`src/rtl/mac_operand_fifo.sv`:
```
`default_nettype none
// ============================================================================
// Module      : mac_operand_fifo
// Description : Show-ahead operand FIFO between the BF16 operand file reader
//               and the BF16 MAC datapath. Each entry is one {A, B, C} triple.
//               The reader cannot stall, so a triple offered while the FIFO is
//               full is dropped and a sticky overflow flag is raised.
//               Optional macro HWM_EN adds a high-water mark output 'hwm'.
// Revision    : 1.0 - initial release
// ============================================================================
module mac_operand_fifo #(
    parameter int DEPTH  = 8,
    parameter int ADDR_W = 3
) (
    input  logic              clk,
    input  logic              RST,
    input  logic              flush,
    input  logic              in_valid,
    input  logic [15:0]       in_a,
    input  logic [15:0]       in_b,
    input  logic [31:0]       in_c,
    output logic              in_ready,
    output logic              out_valid,
    input  logic              out_ready,
    output logic [15:0]       out_a,
    output logic [15:0]       out_b,
    output logic [31:0]       out_c,
    output logic [ADDR_W:0]   count,
    output logic              overflow,
    output logic [31:0]       push_total
`ifdef HWM_EN
    ,
    output logic [ADDR_W:0]   hwm
`endif
);

    localparam logic [ADDR_W:0]   c_full    = (ADDR_W+1)'(DEPTH);
    localparam logic [ADDR_W:0]   c_cnt_one = (ADDR_W+1)'(1);
    localparam logic [ADDR_W-1:0] c_ptr_one = ADDR_W'(1);

    // Entry layout: {A[63:48], B[47:32], C[31:0]}
    logic [63:0]       mem [DEPTH];

    logic [ADDR_W-1:0] wp_q, wp_d;
    logic [ADDR_W-1:0] rp_q, rp_d;
    logic [ADDR_W:0]   count_q, count_d;
    logic              overflow_q, overflow_d;
    logic [31:0]       push_total_q, push_total_d;

    logic              w_push;
    logic              w_pop;
    logic              w_drop;
    logic [63:0]       w_head;

    // Handshake decode; flush suppresses push, pop and drop alike
    always_comb begin
        out_valid = (count_q != '0);
        in_ready  = (count_q != c_full) | out_ready;
        w_push    = in_valid & in_ready & ~flush;
        w_pop     = out_valid & out_ready & ~flush;
        w_drop    = in_valid & ~in_ready & ~flush;
    end

    // Next-state computation for pointers, occupancy and status
    always_comb begin
        wp_d         = wp_q;
        rp_d         = rp_q;
        count_d      = count_q;
        overflow_d   = overflow_q;
        push_total_d = push_total_q;
        if (flush) begin
            wp_d       = '0;
            rp_d       = '0;
            count_d    = '0;
            overflow_d = 1'b0;
        end else begin
            if (w_push) begin
                wp_d         = wp_q + c_ptr_one;
                push_total_d = push_total_q + 32'd1;
            end
            if (w_pop) begin
                rp_d = rp_q + c_ptr_one;
            end
            if (w_push && !w_pop) begin
                count_d = count_q + c_cnt_one;
            end else if (w_pop && !w_push) begin
                count_d = count_q - c_cnt_one;
            end
            if (w_drop) begin
                overflow_d = 1'b1;
            end
        end
    end

    // Control state registers, cleared asynchronously by RST
    always_ff @(posedge clk or posedge RST) begin
        if (RST) begin
            wp_q         <= '0;
            rp_q         <= '0;
            count_q      <= '0;
            overflow_q   <= 1'b0;
            push_total_q <= '0;
        end else begin
            wp_q         <= wp_d;
            rp_q         <= rp_d;
            count_q      <= count_d;
            overflow_q   <= overflow_d;
            push_total_q <= push_total_d;
        end
    end

    // Storage array; contents need no reset since out_* are masked when empty
    always_ff @(posedge clk) begin
        if (w_push) begin
            mem[wp_q] <= {in_a, in_b, in_c};
        end
    end

    // Show-ahead head entry, zeroed while empty to match the reader idle value
    always_comb begin
        w_head = out_valid ? mem[rp_q] : 64'd0;
        out_a  = w_head[63:48];
        out_b  = w_head[47:32];
        out_c  = w_head[31:0];
    end

    assign count      = count_q;
    assign overflow   = overflow_q;
    assign push_total = push_total_q;

`ifdef HWM_EN
    logic [ADDR_W:0] hwm_q;

    // High-water mark tracks the largest occupancy reached since reset/flush
    always_ff @(posedge clk or posedge RST) begin
        if (RST) begin
            hwm_q <= '0;
        end else if (flush) begin
            hwm_q <= '0;
        end else if (count_d > hwm_q) begin
            hwm_q <= count_d;
        end
    end

    assign hwm = hwm_q;
`endif

endmodule
`default_nettype wire
```
`config.mk`:
```
export PLATFORM = sky130hd
export DESIGN_NAME = mac_operand_fifo
export DESIGN_NICKNAME = d
export VERILOG_FILES = /design/src/rtl/mac_operand_fifo.sv
export SDC_FILE = /design/constraint.sdc
export NUM_CORES = 1
export LEC_CHECK = 0
export ABC_CLOCK_PERIOD_IN_PS = 8500
export CAP_MARGIN = 20
export CORE_MARGIN = 2
export CORE_UTILIZATION = 49
export DETAILED_ROUTE_END_ITERATION = 8
export DONT_BUFFER_PORTS = 1
export PLACE_DENSITY = 0.77
export RECOVER_POWER = 25
export SLEW_MARGIN = 10
export SYNTH_ARGS = -nofsm -noshare
export SYNTH_HDL_FRONTEND = slang
export SYNTH_SLANG_ARGS = --single-unit
export TNS_END_PERCENT = 30
```
`constraint.sdc`:
```
create_clock -name clk -period 8.5 [get_ports clk]
set_input_delay 1.7 -clock clk [delete_from_list [all_inputs] [get_ports clk]]
set_output_delay 1.7 -clock clk [all_outputs]
set_load 0.005 [all_outputs]
```
== After elaboration in Yosys (flattened, before gate mapping) ==
Memory sizes are Yosys's and may differ from the RTL's.
Cells that the tools add are included.
Word-level totals
  bits of input ports: 69
  register bits: 43
  output and inout bits: 103
  RAM bits: 512
  memories: 1
  logic and storage cells: 43
Memories
  mem: words 8, width 64, rd ports 1, clocked after memory_dff 0, wr ports 1, RTL line 42  | logic [63:0] mem [DEPTH];
Cells by class
  muxes and demuxes: 12
  bitwise gates (word level): 9
  reductions and logical operators: 10
  add/subtract/negate cells: 5
  eq/ne operators: 1
Operators with widths (number)
  64-bit two-way mux: 1
  32-bit by 1-bit adder with 32-bit output (second input constant): 1
  3-bit two-way mux: 4
  4-bit two-way mux: 3
  3-bit by 1-bit adder with 3-bit output (second input constant): 2
  1-bit bitwise AND: 6
  2-bit nonzero test: 3
  4-bit by 1-bit adder with 4-bit output (second input constant): 1
  1-bit two-way mux: 4
  4-bit inequality test (second input constant): 1
  4-bit nonzero test: 1
  4-bit by 1-bit subtractor with 4-bit output (second input constant): 1
  3-bit nonzero test: 1
  1-bit logical AND: 2
  1-bit logical NOT: 2
  1-bit NOT: 2
  2-bit AND reduction: 1
  1-bit OR: 1

== Logic depth before layout (Yosys ltp) ==
Gate-level depths: netlist of the first run.
  depth in word-level cells: 9
  mapped depth: 10
  gate-level depth less buffers: 10

== Worst setup path after synthesis of the first run ==
Ideal clock, no wire load.
  kind: in2reg
  from: input out_ready
  to: memory mem[4][0] (enable)
  setup time: 0.666 ns
  slack: -1.182 ns
  stages: 5
  data required time: 7.834 ns
  arrival: 9.016 ns
  cell sequence: nor2b_1 a21boi_1 nand2b_1 clkbuf_1 nor4b_1
Between the ends
  word-level cells in the longest chain between the ends: 5
Ends and longest elaborated chain
  start: declaration: RTL line 24  | input logic out_ready,
  1-bit OR: RTL line 58  | in_ready = (count_q != c_full) | out_ready;
  1-bit bitwise AND (2 in series): RTL line 59  | w_push = in_valid & in_ready & ~flush;
  1-bit two-way mux: RTL line 114  | if (w_push) begin
  1-bit two-way mux (implied by the code): RTL line 115  | mem[wp_q] <= {in_a, in_b, in_c};
  end: declaration: RTL line 42
Every way passes these cells.

== Worst setup path after layout of the first run ==
  from: register rp_q[0]
  to: output out_c[13]
Between the ends
  word-level cells in the longest chain between the ends: 2
Ends and longest elaborated chain
  start: declaration: RTL line 45  | logic [ADDR_W-1:0] rp_q, rp_d;
  start signal: assignment: RTL line 105  | rp_q <= rp_d;
  memory 8 x 64 bit
  64-bit two-way mux: RTL line 121  | w_head = out_valid ? mem[rp_q] : 64'd0;
  end: declaration: RTL line 27  | output logic [31:0] out_c,
Every way passes these cells.

==> results, run 1 <==
- STA classifies the critical path endpoint as an output port.
- In this run the mean area of a mapped cell was 20.9 um^2.
- The signal on the critical path passes through buf_4, mux4_2, mux2i_1, nor2_1.
- The number of distinct standard cells referenced by the synthesized netlist is 39.
- The die outline area is 45500 um^2.
- Of the total power, combinational logic draws 0.163.
- The top-area cell type share of the netlist area is 0.716.
- The first global-routing pass estimated 62200 um of wire.
- The number of gates resized after CTS was 0.
- The termination of the worst setup path is out_c[13].
- Compared with the post-synthesis result, the final layout area differs by 11.3%.
- Across the run, the number of max-cap violations was 0.
- The completed layout was analyzed and its total power is 6.46 mW.
- The share of the cycle needed by the critical path after routing is 0.592.
- Together, buffers and inverters on the worst path number 1.
- STA classifies the critical path startpoint as a flop.
- The depth of the CTS H-tree is 2.
- The worst-case clock skew is 0.0116 ns.
- The clock tree from TritonCTS is done.
- The leakage dissipation is 7.47 nW.
- In this run, synthesis inferred 512 flip-flops with an integrated enable.
- The portion of total power attributed to the clock network is 0.344.
- The setup slack after layout is 3.47 ns.
- Static timing analysis puts the maximum clock frequency at 199 MHz.
- Along the worst hold path, the cell count comes to 1.
- Summed over all layers, the global routing overflow is 0.
- The slowest stage of the critical path belongs to the cell dfrtp_4.
- The minimum clock period after layout is 5.03 ns.
- Counting flops with an async set or reset pin after synthesis yields a share of 0.0775.
- Ranked by total cell area, the synthesized netlist is headed by edfxtp_1 72%, mux4_2 13%, dfrtp_1 5.0%, mux2i_1 3.0%, nor2_1 1.5%.
- The classification of the worst setup path is reg -> out.
- The maximum number of pins on one net before global-route repair is 76.
- Counting instances in the post-synthesis netlist gives the leading cell types as 512 x edfxtp_1, 128 x mux4_2, 85 x nor2_1, 65 x mux2i_1, 43 x dfrtp_1.
- Summing over every cut layer, the via total after detailed routing is 9756.
- The sum of routed wire length over all layers is 41300 um.
- Of all cell types, the one taking the most synthesized area is edfxtp_1.
- The number of filler instances in the final layout is 3229.
- The total stage count of the critical path is 4.
- The reg-to-reg endpoint is count[3].
- The worst IR drop on VDD is 0.190 mV.
- In this design, the largest share of critical-path delay is due to flip-flops.
- The most instantiated flip-flop cell in the synthesis netlist is edfxtp_1.
- The power dissipated by switching net loads is 1.62 mW.
- From left edge to right edge, the die measures 213 um.
- The total count of hold-check failures in the final report is 0.
- The number of nets with antenna violations after detailed routing is 0.
- After clock tree synthesis, the clock-pin slew on the worst setup and hold paths is 0.06 ns.
- In the synthesized netlist, the number of instances is 1026.
- The total of endpoints with negative setup slack in the final report is 0.
- The routability congestion estimate from global placement is 0.790.
- The tree built by TritonCTS fans out to 555 sinks.
- The type of the tightest min-delay check is reg -> reg.
- The initial antenna violation count is 0.
- The y dimension of the die is 213 um.
- In this run, synthesis produced a sequential element count of 555.
- The launching element of the worst setup path is rp_q[0].
- The number of antenna cells inserted is 0.
- In the routed layout, each cell is associated on average with a via count of 5.81.
- The critical-path maximum fanout is 48.
- The power per cell area is 270 nW/um^2.
- The number of nets handed over by synthesis was 1101.
- At the later pin of the worst-skew pair, clock insertion delay measures 0.59 ns.
- Input and output buffers added on the ports amount to 0.
- The switching part of the total power is 0.250.
- 172 I/O pins were placed.
- The internal power of the cells totals 4.84 mW.
- In the final routed layout, each cell accounts on average for 24.6 um.
- The via count of the first global-routing pass is 10.3k.
- The critical path data arrival time is 3.33 ns.
- At the pin with the least slew margin, the transition time is 1.00 ns.
- The layout cell share with drive strength beyond 1 is 0.224.
- Setup repair after global routing left no endpoint under its margin.
- The count of unresolved DRC violations after routing is 0.
- The pre-antenna-repair detailed-routing pass consisted of 5 iterations.
- The sequential cell fraction of total power is 0.492.
- The flow ran to the end, and the final reports show no timing, DRC or antenna violations.
- The worst stage delay on the critical path is 0.93 ns.
- The wire-length estimate of the detail-placed layout is 22800 um.
- After floorplanning, the core was divided into 76 placement rows.
- The final number of max-transition violations is 0.
- The share of the yosys chip area belonging to registers is 0.766.
- The synthesized area is 21500 um^2.
- The post-CTS setup buffer count is 0.
- For the worst flop-to-flop path, the logic depth is 11.
- The worst-case register-to-register setup slack is 4.80 ns.
- STA puts the critical path data required time at 6.80 ns.
- The buffer cell driving the clock tree root is clkbuf_16.
- Measured against its own limit, the worst slew margin works out to 0.327.
- The total area inside the core boundary comes to 43200 um^2.
- The worst reg2reg path startpoint is count[0].
- The starting utilization of the core area is 0.497.
- In this run the deepest clock path goes through 3 buffers.
- The net count of the finished layout is 1133.
- For this run, the number of Yosys warnings is 0.
- For this run, the total global-route usage over all layers was measured as 0.186.
- TritonCTS created 54 clock buffers.
- The count of hold-fix buffers inserted at cts is 0.
- The number of violations reported at the end of detailed-routing iteration 0 is 752.
- The cell with the most instances after synthesis is edfxtp_1.
- The worst-case setup slack after placement is 3.89 ns.
==> metal layers <==
layer | track usage | up-vias | wire, um
met3 | 0.0479 | 67 | 2970
met1 | 0.243 | 5169 | 16900
met4 | 0.0632 | 0 | 949
met2 | 0.307 | 316 | 20500
met5 | 0 | - | 0
li1 | - | 4204 | -
==> cell type report <==
cell class	instances	area, um^2	share of cell area
multi-input cells	416	4850	0.203
well taps	585	732	0.0306
clock buffers	67	1440	0.0603
clock inverters	25	198	0.00827
repair buffers	24	198	0.00827
inverters	7	26.3	0.00110
flip-flops and latches	555	16500	0.689
==> worst min path at each step <==
stage                        start             end  slack (ns)
global placement    push_total[31]  push_total[31]        0.49
detailed placement  push_total[20]  push_total[20]        0.51
CTS                 push_total[20]  push_total[20]        0.51
finish              push_total[26]  push_total[26]        0.51
floorplan           push_total[31]  push_total[31]        0.47
global route        push_total[28]  push_total[28]        0.54
==> worst reg2reg max path: stages, from the launching register on <==
cell and delay [ns]:
dfrtp_1 0.48, nor4_2 0.30, buf_4 0.79, inv_1 0.31, nand2_1 0.27, nand2_1 0.14
ha_1 0.30, a21o_1 0.17, a21oi_1 0.32, mux2_2 0.38, nand2_1 0.06, a21oi_1 0.05
==> layout by cell type, fill, tap and decap left out, types with 7 or more instances in the layout <==
cell and count:
xor2_1 16, dfrtp_1 40, mux2i_1 65, mux4_2 128, nor3_1 9, inv_1 7
nor2_1 84, nand2_1 30, clkinv_1 10, xnor2_1 20, clkbuf_16 55, edfxtp_1 512
nand3_1 14, clkinv_2 9, clkbuf_1 10, buf_4 22
==> state kept, by name, indices dropped and copies added, names as in the netlist <==
signal      cells
wp_q            3
rp_q            3
count           4
push_total     32
mem           512
overflow        1
==> metrics by stage <==
step / cell area [um^2] / util / instances / TNS (ns) / hold slack, ns
global placement: 22200 / 0.515 / 1585 / 0 / 0.492
global route: 23900 / 0.554 / 1679 / 0 / 0.543
finish: 23900 / 0.554 / 1679 / 0 / 0.513
CTS: 23900 / 0.553 / 1677 / 0 / 0.515
floorplan: 21500 / - / 1026 / -189.30 / 0.468
detailed placement: 22200 / 0.515 / 1585 / 0 / 0.507
==> power groups by stage <==
stage / clock network [mW] / registers, mW / logic [mW]
3_3_place_gp: 0 / 3.26 / 1.03
5_1_grt: 2.38 / 3.19 / 1.15
2_1_floorplan: 0 / 3.17 / 0.874
3_5_place_dp: 0 / 3.26 / 1.05
6_report: 2.22 / 3.18 / 1.06
4_1_cts: 2.28 / 3.21 / 1.05
==> cell families (layout without fill, tap and decap cells) <==
group / Yosys count / count (layout) / share of synthesized area
DFF: 555 / 555 / 0.766
muxes: 197 / 197 / 0.167
and+or+nand+nor: 166 / 166 / 0.0350
AOI/OAI and AO/OA: 11 / 11 / 0.00332
xor gates and xnor gates: 36 / 36 / 0.0147
adders and majority gates: 6 / 6 / 0.00385
buffers and inverters: 55 / 123 / 0.0105
(Power assumes the default switching activity.)
==> run 2, diff against run 1 <==
--- a/config.mk
+++ b/config.mk
@@ -5,7 +5,7 @@
 export SDC_FILE = /design/constraint.sdc
 export NUM_CORES = 1
 export LEC_CHECK = 0
-export ABC_CLOCK_PERIOD_IN_PS = 8500
+export ABC_CLOCK_PERIOD_IN_PS = 4600
 export CAP_MARGIN = 20
 export CORE_MARGIN = 2
 export CORE_UTILIZATION = 49
==> constraint.sdc (replaced) <==
create_clock -name clk -period 4.6 [get_ports clk]
set_input_delay 0.92 -clock clk [delete_from_list [all_inputs] [get_ports clk]]
set_output_delay 0.92 -clock clk [all_outputs]
set_load 0.005 [all_outputs]
==> results, run 2 (synthesis gave the netlist of run 1 again) <==
- The flow ran to the end, and the final reports show no timing, DRC or antenna violations.
- The starting utilization of the core area is 0.497 (unchanged).
- The clock network latency to the later pin of the worst-skew pair is 0.60 ns (about the same).
- STA classifies the critical path startpoint as a flop.
- The initial antenna violation count is 0 (unchanged).
- The routed length per instance is 25.1 um (+2.0%).
- The net count of the finished layout is 1134 (+0.088%).
- The top-level I/O count is 172 (unchanged).
- The number of nets with antenna violations after detailed routing is 0 (unchanged).
- The number of rows created at floorplan is 76 (unchanged).
- The share of the cycle needed by the critical path after routing is 0.831.
- The clock tree buffer depth is 3 (unchanged).
- The sum of routed wire length over all layers was 42400 um (+2.5%).
- The leakage dissipation is 7.52 nW (+0.67%).
- The top cell types in the final layout, fill and taps aside, are 512 x edfxtp_1, 128 x mux4_2, 84 x nor2_1.
- The routability congestion estimate from global placement is 0.746 (-5.6%).
- The total count of hold-check failures in the final report came to 0 (unchanged).
- The actual transition at the worst max-transition pin is 1.07 ns (+0.0670 ns).
- The final standard cell utilization of the core is 0.560 (+0.00571).
- The sum of buffers and inverters on the critical path is 1 (unchanged).
- The register with the most flip-flops is mem.
- The sequential cell fraction of total power came to 0.487 (-0.005).
- The combinational power share is 0.162 (about the same).
- The worst slew margin relative to its limit is 0.289 (-0.0385).
- The number of filler instances in the final layout is 3166 (-2.0%).
- The critical-path maximum fanout is 34 (-29%).
- The global-route wire length before repair is 63100 um (+1.4%).
- The half-perimeter wire length after placement came to 23600 um (+3.4%).
- The count of max-cap constraint violations was 0 (unchanged).
- The post-CTS setup buffer count was 0 (unchanged).
- The flip-flop count of the largest register after layout is 512 (unchanged).
- The worst-case setup slack after placement is 1.25 ns (-2.64 ns).
- The final cell area excluding filler cells was 24200 um^2 (+1.0%).
- Based on the critical path, the design can be clocked at up to 262 MHz.
- The clock sink total is 555 (unchanged).
- STA classifies the critical path endpoint as an output port.
- The via count of the first global-routing pass is 10.1k (-1.5%).
- The cell-internal power is 9.02 mW (+86%).
- The count of vias placed by the detailed router is 9757 (+0.010%).
- The area growth from synthesis to final layout is 12.5%.
- The maximum number of pins on one net before global-route repair came to 65 (-14%).
- The final number of max-transition violations came to 0 (unchanged).
- The portion of total power attributed to the clock network is 0.351 (+0.007).
- The total cell area at the placement stage is 22400 um^2 (+0.95%).
- The layout cell share with drive strength beyond 1 was 0.223 (-0.000921).
- The power dissipated by switching net loads is 3.10 mW (+92%).
- The type of the tightest min-delay check is in -> async.
- The count of hold-fix buffers inserted at cts is 0 (unchanged).
- The power per cell area is 502 nW/um^2 (+86%).
- The detailed-route vias per instance is 5.78 (-0.52%).
- The clock slew seen by the registers of the worst setup and hold paths is 0.06 ns (about the same).
- The number of buffers inserted during clock tree synthesis is 54 (unchanged).
- The library cell used most frequently in the layout, excluding fill and tap cells, is edfxtp_1.
- The total of endpoints with negative setup slack in the final report was 0 (unchanged).
- The tree is rooted in a clkbuf_16.
- The worst-path cell with the longest stage delay is dfrtp_4.
- The endpoint required time on the critical path was 3.68 ns (-3.12 ns).
- The number of buffers added on ports came to 0 (unchanged).
- The clock tree from TritonCTS is done.
- The critical path data arrival time is 2.90 ns (-0.43 ns).
- The number of antenna cells inserted came to 0 (unchanged).
- The die outline area came to 45500 um^2 (unchanged).
- The total congestion overflow after global routing is 0 (unchanged).
- The classification of the worst setup path is reg -> out.
- The number of cells upsized or downsized after cts was 0 (unchanged).
- The depth of the CTS H-tree came to 2 (unchanged).
- The detailed-router iteration count before antenna repair is 5 (unchanged).
- The signal on the critical path passes through buf_12, mux4_2, mux2i_1, nor2_1.
- The worst stage delay on the critical path is 0.93 ns (about the same).
- The worst IR drop on VDD was 0.363 mV (+91%).
- The worst-case clock skew was 0.0153 ns (+0.00372 ns).
- The global-route usage over all layers is 0.188 (+0.00254).
- The setup slack after layout is 0.778 ns (-2.69 ns).
- The critical path's top delay family is flip-flops.
- The count of unresolved DRC violations after routing is 0 (unchanged).
- The horizontal die dimension is 213 um (unchanged).
- The switching part of the total power is 0.256 (+0.00561).
- The number of violations reported at the end of detailed-routing iteration 0 was 914 (+22%).
- The y dimension of the die is 213 um (unchanged).
- The minimum clock period after layout is 3.82 ns.
- Setup repair after global routing left no endpoint under its margin.
- The area of the core is 43200 um^2 (unchanged).
==> run 2: area by class of cell <==
| class | count | area [um^2] | share of cell area |
|---|---|---|---|
| Sequential cell | 555 | 16500 | 0.681 |
| Multi-Input combinational cell | 416 | 4900 | 0.203 |
| Clock buffer | 74 | 1430 | 0.0590 |
| Tap cell | 585 | 732 | 0.0303 |
| Timing Repair Buffer | 25 | 325 | 0.0135 |
| Clock inverter | 26 | 280 | 0.0116 |
| Inverter | 7 | 26.3 | 0.00109 |
==> run 2: worst paths after layout <==
path / startpoint / end / slack [ns] / depth (start not counted)
setup / recovery: rp_q[0] / out_c[0] / 0.78 / 4
hold / removal: RST / push_total[11] / 0.35 / 1
setup reg to reg: count[0] / mem[4][18] / 1.55 / 5
hold reg to reg: push_total[31] / push_total[31] / 0.51 / 1
max in group asynchronous: RST / push_total[31] / 3.43 / 2
min in group clk: flush / rp_q[2] / 0.38 / 1
==> run 2: stage by stage <==
stage | std cells | TNS [ns] | hold WS (ns) | power [mW]
floorplan | 1026 | -170.36 | 0.468 | 7.47
global placement | 1588 | 0 | 0.498 | 7.99
detailed placement | 1588 | 0 | 0.513 | 8.03
CTS | 1688 | 0 | 0.341 | 12.3
global route | 1688 | 0 | 0.350 | 12.6
finish | 1688 | 0 | 0.352 | 12.1
==> run 2: power by group through the flow <==
| stage | logic (mW) | clock network, mW | registers [mW] |
|---|---|---|---|
| after floorplan | 1.62 | 0 | 5.85 |
| after global placement | 1.98 | 0 | 6.01 |
| after detailed placement | 2.00 | 0 | 6.02 |
| after CTS | 2.02 | 4.34 | 5.92 |
| after global routing | 2.15 | 4.54 | 5.94 |
| final | 1.97 | 4.25 | 5.91 |
==> run 2: per-layer routing <==
metal	vias to the layer above	GRT usage	routed length (um)
met5	-	0	0
met4	0	0.0587	884
met3	54	0.0476	2670
met2	259	0.304	20700
met1	5219	0.256	18100
li1	4225	-	-
==> run 3, diff against run 2 <==
--- a/config.mk
+++ b/config.mk
@@ -5,7 +5,7 @@
 export SDC_FILE = /design/constraint.sdc
 export NUM_CORES = 1
 export LEC_CHECK = 0
-export ABC_CLOCK_PERIOD_IN_PS = 4600
+export ABC_CLOCK_PERIOD_IN_PS = 3190
 export CAP_MARGIN = 20
 export CORE_MARGIN = 2
 export CORE_UTILIZATION = 49
==> constraint.sdc (replaced) <==
create_clock -name clk -period 3.19 [get_ports clk]
set_input_delay 0.638 -clock clk [delete_from_list [all_inputs] [get_ports clk]]
set_output_delay 0.638 -clock clk [all_outputs]
set_load 0.005 [all_outputs]
==> results, run 3 (synthesis gave the netlist of run 1 again) <==
- The min-delay analysis places its worst path in the category in -> reg.
- The final number of max-transition violations was 0 (unchanged).
- The worst-case clock skew is 0.0180 ns (+0.00262 ns).
- In the finished design, the share of the clock period the worst path needs comes to 0.978.
- The met3 layer wire length in the routed design was 3030 um (+14%).
- The worst slack on hold paths is 0.0907 ns (-0.261 ns).
- The layout cell share with drive strength beyond 1 is 0.236 (+0.0126).
- The detailed-routing wirelength on met1 was 16900 um (-6.7%).
- The routability congestion estimate from global placement is 0.762 (+2.2%).
- The y dimension of the die is 213 um (unchanged).
- The detailed-route vias per instance is 5.83 (+0.86%).
- The number of filler instances in the final layout is 3131 (-1.1%).
- The endpoint required time on the critical path was 2.55 ns (-1.13 ns).
- The number of rows created at floorplan is 76 (unchanged).
- The detailed-router iteration count before antenna repair came to 5 (unchanged).
- The count of unresolved DRC violations after routing is 0 (unchanged).
- The top layer used by detailed routing is met4.
- The actual transition at the worst max-transition pin is 0.938 ns (-0.129 ns).
- The count of placed standard cells in the final layout, fillers left out is 1697 (+0.53%).
- The number of antenna cells inserted is 0 (unchanged).
- The clock slew seen by the registers of the worst setup and hold paths is 0.06 ns (about the same).
- The total cell area at the placement stage is 22600 um^2 (+0.83%).
- Leaving out fill and tap cells, the most frequent cell in the layout is edfxtp_1.
- The number of buffers inserted during clock tree synthesis is 55 (+1.9%).
- The count of vias placed by the detailed router came to 9893 (+1.4%).
- The critical-path maximum fanout came to 24 (-29%).
- The number of nets with antenna violations after detailed routing is 0 (unchanged).
- The register with the most flip-flops is mem.
- The routed length per instance is 25.0 um (-0.59%).
- The length of routed met2 wiring is 21600 um (+4.1%).
- The via count of the first global-routing pass was 10.3k (+1.4%).
- The total congestion overflow after global routing was 0 (unchanged).
- The sum of routed wire length over all layers is 42300 um (about the same).
- The number of placed instances with taps included is 1593 (+0.31%).
- The total of endpoints with negative setup slack in the final report is 0 (unchanged).
- The horizontal die dimension was 213 um (unchanged).
- The clock tree from TritonCTS is done.
- Setup repair after global routing could not meet its margin everywhere.
- The total count of hold-check failures in the final report is 0 (unchanged).
- The count of max-cap constraint violations came to 0 (unchanged).
- The top-level I/O count is 172 (unchanged).
- The final cell area excluding filler cells came to 24500 um^2 (+1.5%).
- The clock network latency to the later pin of the worst-skew pair is 0.61 ns (about the same).
- Leaving out fill and tap cells, the most frequent cells in the layout are 512 x edfxtp_1, 128 x mux4_2, 84 x nor2_1.
- The kind of start point of the critical path is a flop.
- The minimum clock period after layout is 3.12 ns.
- The number of violations reported at the end of detailed-routing iteration 0 is 685 (-25%).
- Timing would allow up to 321 MHz.
- The worst IR drop on VDD is 0.792 mV (+120%).
- The critical path data arrival time came to 2.48 ns (-0.42 ns).
- The clock tree buffer depth is 3 (unchanged).
- The die outline area is 45500 um^2 (unchanged).
- The net count of the finished layout came to 1144 (+0.88%).
- The worst slew margin relative to its limit is 0.369 (+0.0801).
- The depth of the CTS H-tree is 2 (unchanged).
- The clock sink total is 555 (unchanged).
- The number of buffers added on ports is 0 (unchanged).
- The area of the core is 43200 um^2 (unchanged).
- The buffer cell driving the clock tree root is clkbuf_16.
- The starting utilization of the core area came to 0.497 (unchanged).
- The area growth from synthesis to final layout is 14.2%.
- The flow ran to the end, and the final reports show no timing, DRC or antenna violations.
- The flip-flop count of the largest register after layout is 512 (unchanged).
- The maximum number of pins on one net before global-route repair is 66 (+1.5%).
- The global-route wire length before repair is 63800 um (+1.1%).
- The critical path endpoint category is an output port.
- The half-perimeter wire length after placement is 22900 um (-2.6%).
- The initial antenna violation count is 0 (unchanged).
- The global-route usage over all layers is 0.190 (+0.00177).
- The power per cell area was 734 nW/um^2 (+46%).
- The leakage dissipation is 7.68 nW (+2.1%).
- The critical path in this run is classified as reg -> out.
run 3: repair_timing:
item,4_1_cts,5_1_grt
gates resized for setup,1,4
endpoints found under the setup margin,30,6
hold buffers,1,0
endpoints found under the hold margin,15,0
gates cloned,0,0
setup buffers,3,0
run 3: area by class of cell:
| cell class | instances | area, um^2 | share of cell area |
|---|---|---|---|
| inverters | 7 | 26.3 | 0.00107 |
| multi-input cells | 416 | 4920 | 0.201 |
| flip-flops and latches | 555 | 16500 | 0.671 |
| clock inverters | 29 | 380 | 0.0155 |
| clock buffers | 71 | 1440 | 0.0586 |
| repair buffers | 34 | 568 | 0.0232 |
| well taps | 585 | 732 | 0.0298 |
run 3: critical path, cell delays in order, from the launching register on:
cell,delay (ns)
dfrtp_4,0.52
buf_12,0.26
buf_12,0.21
mux4_2,0.53
mux2i_1,0.22
nor2_1,0.09
run 3: routing by layer:
layer / track usage / vias to the layer above
met5: 0 / -
met4: 0.0599 / 0
met3: 0.0458 / 56
met2: 0.317 / 308
met1: 0.250 / 5287
li1: - / 4242
run 3: worst paths after layout:
path                                 from              to  slack (ns)  depth (start not counted)
hold reg to reg            push_total[31]  push_total[31]        0.51                          1
max in group asynchronous             RST   push_total[1]        2.01                          3
hold / removal                      flush         rp_q[0]        0.09                          1
setup / recovery                  rp_q[0]       out_c[31]        0.07                          5
min in group asynchronous             RST  push_total[15]        0.46                          2
setup reg to reg                 count[1]        count[3]        0.34                         10
run 3: metrics by stage:
step / TNS (ns) / util / total power, mW / setup WS [ns]
global placement: 0 / 0.524 / 11.6 / 0.442
finish: 0 / 0.568 / 18.0 / 0.0712
floorplan: -186.33 / - / 10.8 / -0.561
global route: -0.116 / 0.568 / 18.7 / -0.0303
detailed placement: 0 / 0.524 / 11.7 / 0.354
CTS: 0 / 0.568 / 18.2 / 0.00358
run 3: where the power goes:
group	switching (mW)	internal, mW
sequential	0.180	8.17
combinational	1.68	1.51
clock	2.63	3.83
